<file path="src/rtl/types_pkg.sv">
// types_pkg: shared rename/RS payload types and core-wide constants
package types_pkg;
  localparam int NUM_PREG = 128;
  localparam int PREG_W = $clog2(NUM_PREG);
  localparam int FU_ALU = 0;
  localparam int FU_LSU = 1;
  localparam int FU_BR = 2;
  typedef struct packed {
    logic [5:0] op;
    logic [PREG_W-1:0] ps1;
    logic [PREG_W-1:0] ps2;
    logic [PREG_W-1:0] pd_new;
    logic [1:0] fu;
  } rename_data;
  typedef struct packed {
    rename_data d;
    logic ps1_rdy;
    logic ps2_rdy;
    logic [4:0] rob_idx;
  } rs_data;
endpackage

</file>
<file path="src/rtl/preg_ready_table.sv">
// preg_ready_table: physical-register ready bits with clear-over-set priority and CDB forwarding
module preg_ready_table import types_pkg::*; #(
  parameter int N = 128
) (
  input  logic              clk,
  input  logic              reset,
  input  logic              i_clr,
  input  logic [PREG_W-1:0] i_clr_idx,
  input  logic              i_set,
  input  logic [PREG_W-1:0] i_set_idx,
  output logic [N-1:0]      o_rtable
);
  logic [N-1:0] r_table;
  logic [N-1:0] w_fwd;
  // the later clear overrides a same-index set; preg 0 is never cleared
  always_ff @(posedge clk)
    if (!reset) r_table <= '1;
    else begin
      if (i_set) r_table[i_set_idx] <= 1'b1;
      if (i_clr && i_clr_idx != '0) r_table[i_clr_idx] <= 1'b0;
    end
  assign w_fwd = i_set ? N'(1) << i_set_idx : '0;
  assign o_rtable = r_table | w_fwd;
endmodule

</file>
<file path="src/rtl/dispatch_unit.sv">
// dispatch_unit: single-entry hold between rename and the reservation stations, with ROB allocation
module dispatch_unit import types_pkg::*; #(
  parameter int NUM_PREG = 128,
  parameter int NUM_RS = 3,
  parameter int ROB_IDX_W = 5
) (
  input  logic                 clk,
  input  logic                 reset,
  input  rename_data           r_data,
  input  logic                 r_valid,
  output logic                 r_ready,
  input  logic                 rob_full,
  input  logic [ROB_IDX_W-1:0] rob_index,
  output logic                 rob_alloc,
  input  logic [NUM_RS-1:0]    rs_full,
  output logic [NUM_RS-1:0]    di_en,
  output rename_data           d_data,
  output logic [ROB_IDX_W-1:0] rob_index_out,
  input  logic [PREG_W-1:0]    ps_in,
  input  logic                 ps_ready,
  input  logic                 mispredict,
  output logic [NUM_PREG-1:0]  preg_rtable,
  output logic                 err
);
  logic             r_valid_q;
  rename_data       r_data_q;
  logic             r_err;
  logic [NUM_RS-1:0] w_sel;
  logic             w_fire;
  logic             w_bad;
  logic             w_acc;
  assign w_sel = NUM_RS'(1) << r_data_q.fu;
  assign w_bad = r_valid_q && r_data_q.fu == 2'd3;
  // reset gates fire so an entry held when reset drops never strobes
  assign w_fire = reset && r_valid_q && 32'(r_data_q.fu) < NUM_RS && !rob_full
                  && !(|(rs_full & w_sel)) && !mispredict;
  assign r_ready = reset && !mispredict && (!r_valid_q || w_fire || w_bad);
  assign w_acc = r_valid && r_ready;
  assign di_en = w_fire ? w_sel : '0;
  assign rob_alloc = w_fire;
  assign rob_index_out = w_fire ? rob_index : '0;
  assign d_data = r_data_q;
  assign err = r_err;
  always_ff @(posedge clk)
    if (!reset) begin
      r_valid_q <= 1'b0;
      r_data_q <= '0;
      r_err <= 1'b0;
    end else begin
      r_valid_q <= w_acc || (r_valid_q && !w_fire && !w_bad && !mispredict);
      if (w_acc) r_data_q <= r_data;
      if (w_bad) r_err <= 1'b1;
    end
  preg_ready_table #(.N(NUM_PREG)) u_table (
    .clk(clk),
    .reset(reset),
    .i_clr(w_fire),
    .i_clr_idx(r_data_q.pd_new),
    .i_set(ps_ready),
    .i_set_idx(ps_in),
    .o_rtable(preg_rtable)
  );
endmodule

</file>
<file path="config.mk">
export PLATFORM = sky130hd
export DESIGN_NAME = dispatch_unit
export DESIGN_NICKNAME = d
export VERILOG_FILES = /design/src/rtl/types_pkg.sv /design/src/rtl/preg_ready_table.sv /design/src/rtl/dispatch_unit.sv
export SDC_FILE = /design/constraint.sdc
export NUM_CORES = 1
export LEC_CHECK = 0
export ABC_AREA = 1
export CAP_MARGIN = 20
export CORE_ASPECT_RATIO = 2
export CORE_MARGIN = 4
export CORE_UTILIZATION = 46
export DETAILED_ROUTE_END_ITERATION = 8
export PLACE_DENSITY = 0.75
export SETUP_SLACK_MARGIN = 0.4
export SLEW_MARGIN = 20
export SYNTH_ARGS = -nofsm -noshare
export SYNTH_HDL_FRONTEND = slang
export SYNTH_HIERARCHICAL = 1
export SYNTH_SLANG_ARGS = --single-unit
</file>
<file path="constraint.sdc">
create_clock -name clk -period 2.55 [get_ports clk]
set_clock_uncertainty 0.1 [all_clocks]
set_input_delay 0.51 -clock clk [delete_from_list [all_inputs] [get_ports clk]]
set_output_delay 0.51 -clock clk [all_outputs]
set_load 0.01 [all_outputs]
</file>
* After elaboration in Yosys (flattened, before gate mapping)
Cells that the tools add are included.
Operators by class: order comparisons 5, reductions and logical operators 26, eq/ne operators 1, shift-type cells 2, bitwise gates (word level) 5, muxes and demuxes 10
Operators by type and width (count):
- 2-to-1 mux 128 bit | 4
- bitwise OR 128 bit | 2
- AND 128 bit | 1
- inverter 128 bit | 1
- << shifter 1 x 7 -> 128 bit, first input constant | 1
- < comparator 7 x 8 -> 1 bit, second input constant | 2
- logical AND 1 bit | 15
- demux 1 bit (select 7 bit) | 2
- >= comparator 7 x 1 -> 1 bit, second input constant | 2
- nonzero test 7 bit | 1
- zero test 1 bit | 6
- 2-to-1 mux 5 bit | 1
- AND 3 bit | 1
- logical OR 1 bit | 3
- 2-to-1 mux 3 bit | 1
- OR reduction 3 bit | 1
- << shifter 1 x 2 -> 3 bit, first input constant | 1
- equality test 2 bit, second input constant | 1
- < comparator 2 bit, second input constant | 1
- 2-to-1 mux 1 bit | 2
Word-level totals: register bits after elaboration 159, bits of input ports 50

* Depth between registers and ports, before layout
word-level depth 11, mapped depth 11

* Cells and area by module
Netlist, hierarchy kept.
Modules (own cells, without submodules):
- preg_ready_table | instances 1, area an instance 6444.9 um^2, cells an instance 991, sequential area each 2562.5 um^2
- dispatch_unit | instances 1, area an instance 1676.6 um^2, cells an instance 283, sequential area each 620.6 um^2

* Least setup slack after synthesis
No wires, ideal clock.
path type input port to output port, from input port mispredict, to output port di_en[0], path slack 0.239 ns, data required time 1.940 ns, buffers on the path 0, data arrival time 1.701 ns, stages on the path 7, cells stage by stage inv_1 > nand2_1 > nor2_1 > nand2_1 > nor2_1 > clkinv_1 > nor3_1
On the way: longest elaborated chain between the ends 3
Ends and longest elaborated chain:
- start, declared | RTL line dispatch_unit.sv:21 | input logic mispredict,
- zero test 1 bit | RTL line dispatch_unit.sv:36 | && !(|(rs_full & w_sel)) && !mispredict;
- logical AND 1 bit | RTL line dispatch_unit.sv:36
- named net rob_alloc | RTL line dispatch_unit.sv:14 | output logic rob_alloc,
- 2-to-1 mux 3 bit | RTL line dispatch_unit.sv:39 | assign di_en = w_fire ? w_sel : '0;
- end, declared | RTL line dispatch_unit.sv:16 | output logic [NUM_RS-1:0] di_en,
The timed path passes the listed nets, and every way through them passes these cells.

* Worst setup path in the final report
from register r_data_q (netlist bit d_data[0]), to output port rob_index_out[2]
On the way: longest elaborated chain between the ends 7
Ends and longest elaborated chain:
- start, declared | RTL line dispatch_unit.sv:26 | rename_data r_data_q;
- start signal, assigned | RTL line dispatch_unit.sv:51 | if (w_acc) r_data_q <= r_data;
- << shifter 1 x 2 -> 3 bit | RTL line dispatch_unit.sv:32 | assign w_sel = NUM_RS'(1) << r_data_q.fu;
- AND 3 bit | RTL line dispatch_unit.sv:36
- OR reduction 3 bit | RTL line dispatch_unit.sv:36
- zero test 1 bit | RTL line dispatch_unit.sv:36
- logical AND 1 bit (*) (2 in a row) | RTL line dispatch_unit.sv:36
- 2-to-1 mux 5 bit (*) | RTL line dispatch_unit.sv:41 | assign rob_index_out = w_fire ? rob_index : '0;
- end, declared | RTL line dispatch_unit.sv:18 | output logic [ROB_IDX_W-1:0] rob_index_out,
Every way passes the cells marked *; elsewhere a longest branch is shown, timed or not.

==> results.md <==
* Final setup fails at 0
* Layout fillers at 984
* Post-synth top area cell: dfxtp_1
* DPL Wire Length at a little over 20000 um
* Register area share after synthesis at 0.392
* RSZ-0062 raised after global routing: yes
* I/O Pins at 218
* Final WS setup at between 0.2 and 0.25 ns
* Via density at 5.81
* Max VDD drop at 0.000479 V
* Yosys warning count at 6
* Worst-path clk slew at 0.06 ns
* DR iter-0 viols at 1356
* Worst Tran Pin Value at 0.854 ns
* RePlAce Congestion at 0.887
* Async S/R FF share, synth at 0
* Post-route ant nets at 0
* Number of synthesized flops with an enable pin at 0
* Max Clk Rate at between 400 and 500 MHz
* Largest net degree at the start of global routing at between 80 and 90
* Total Power at 6.32 mW
* Top cells by area, synth: dfxtp_1 39%, nand2_1 19%, o21bai_1 8.8%
* Share of cells above drive strength 1 at 0.380
* Synth top cells by count: 420 x nand2_1, 175 x inv_1, 162 x nor2_1
* DIE WIDTH at just over 100 um
* Register bit total from synthesis at 159
* CP Launch Type: flip-flop
* Critical path endpoint category: output pin
* Layout area overhead at 77.3%
* TritonCTS Buffers at 17
* Initial core utilization at 0.470
* CP Class: flip-flop to output pin
* Min Hold Slack at 0.412 ns
* H-tree levels at 4
* Detailed Route WL at 43000 um
* DRC at 0
* Num Clock Sinks at approximately 160
* Fin. max-slew vios at 0
* Cells after DPL at 1760
* Synth top area share at 0.392
* Min cycle time layout at between 2 and 2.5 ns
* Site row count at 68
* Max_slew headroom at 0.431
* Mapped Area at 0.00812 sq mm
* Finished Core Util at 0.834
* GRT Util Overall at 0.366
* Core ar. at 0.0173 sq mm
* Pre-antenna DRT Iters at 6
* Critical Path RT at about 1.9 ns
* Tcrit/Tclk final at 0.920
* Leading cell type by number of instances after synthesis: nand2_1
* Synth cell types at 21
* Post-route insts no fill at 1911
* Hold Vio Cnt, Final at 0
* Vias in the first global route at 10549
* Place WS at -0.593 ns
* Post-route cell area at 0.0144 sq mm
* DR vias at 11100
* HP Class: flip-flop to flip-flop
* Die height at a little under 200 um
* Power density cells at 439 mW/mm^2
* CP Max Fanout at 8
* CTS root buf: clkbuf_16
* Lkg Pwr at 6.82 nW
* Clock Path Buffers at 2
* TNS Setup at 0 ns
* Post-DP Area at around 0.011 sq mm
* Critical Path AT at about 1.7 ns
* Syn Inst Count at 1274
* Post-CTS Hold Buffers at 0
* Global-route wire length before repair at 56100 um
* Gr ovfl total at 0
* Wire per inst at approximately 23 um
* Status: completed
* Die ar. at 0.0200 sq mm
* Buffers added on ports at 217
* # Max-Cap Violations at 0
* CTS tree: yes
* Synth Area per Inst at 6.37 sq um
* Worst-Skew Late Latency at 0.44 ns
* Nets at ~1700
* Initial antenna violation count at 0
* Number of inserted diodes at 0
* Post-Syn Nets at 1324
* Top_reg_cell synth: dfxtp_1
[final cells by class]
class                           instances  area [sq um]  share of cell area
Inverter                              179           719              0.0500
Sequential cell                       159          3200               0.222
Clock buffer                           20           457              0.0317
Clock inverter                         12           181              0.0126
Tap cell                              210           263              0.0182
Multi-Input combinational cell        866          5280               0.366
Timing Repair Buffer                  465          4300               0.299
[logic make-up after synthesis]
kind of cell           Yosys count  share of synthesized area
buffers and inverters          249                      0.126
flip-flops                     159                      0.392
AO/OA/AOI/OAI                  107                     0.0966
AND/OR/NAND/NOR                759                      0.386
[critical path: stages, from the launching register on]
cell	delay, ns
dfxtp_4	0.38
buf_6	0.13
nand3_4	0.06
nand3_4	0.10
nor2_4	0.15
clkinv_4	0.11
buf_4	0.15
nor2_4	0.10
buf_6	0.11
[registers in the layout, summed over array words and instances, names as in the netlist]
name / cells
d_data: 29
r_valid_q: 1
u_table/r_table: 128
err: 1
[layout by cell type, fill, tap and decap left out, types with 3 or more instances in the layout]
cell and n:
inv_6 5, dlygate4sd2_1 4, nand2_4 24, clkdlybuf4s50_1 62, dfxtp_1 152, o21bai_2 15, nand3_1 114, nand2_1 362
dfxtp_2 5, nor2_1 139, clkbuf_16 19, nand3_4 6, o21bai_4 66, inv_4 3, inv_2 31, clkinv_4 4
bufinv_16 4, buf_6 79, inv_1 139, nand2_8 5, o21bai_1 15, dlymetal6s2s_1 4, buf_12 20, buf_16 9
o21ai_0 5, clkbuf_2 9, nor2_4 14, nor2_2 11, buf_2 79, nor3_1 4, clkdlybuf4s15_2 11, buf_8 3
buf_4 180, nand4_1 48, nand2_2 30
[per-layer routing]
layer | share of wire | track usage
met5 | 0 | 0
met1 | 0.31 | 0.364
met4 | 0.10 | 0.265
met3 | 0.099 | 0.0961
met2 | 0.49 | 0.637
[power by group]
group	internal [mW]	total, mW	switching [mW]
registers	2.51	2.53	0.0245
clock network	1.70	2.81	1.12
logic	0.372	0.976	0.603
total	4.58	6.32	1.74
[final timing paths]
path                                start               end  slack (ns)  cells past startpoint
worst min register to register  d_data[9]         d_data[9]        0.41                      4
worst min-delay path            d_data[9]         d_data[9]        0.41                      4
worst max-delay path            d_data[0]  rob_index_out[2]        0.20                      8
worst max register to register  d_data[0]         d_data[1]        0.27                     15
[what timing repair did]
item                                   4_1_cts  5_1_grt
endpoints found under the hold margin        0        0
pin swaps                                   49       82
setup endpoints to repair                  150      173
cloned                                       9        2
buffers inserted                            79       29
gates resized for setup                    736      277
Note: power is estimated with default switching activity, not from simulation.
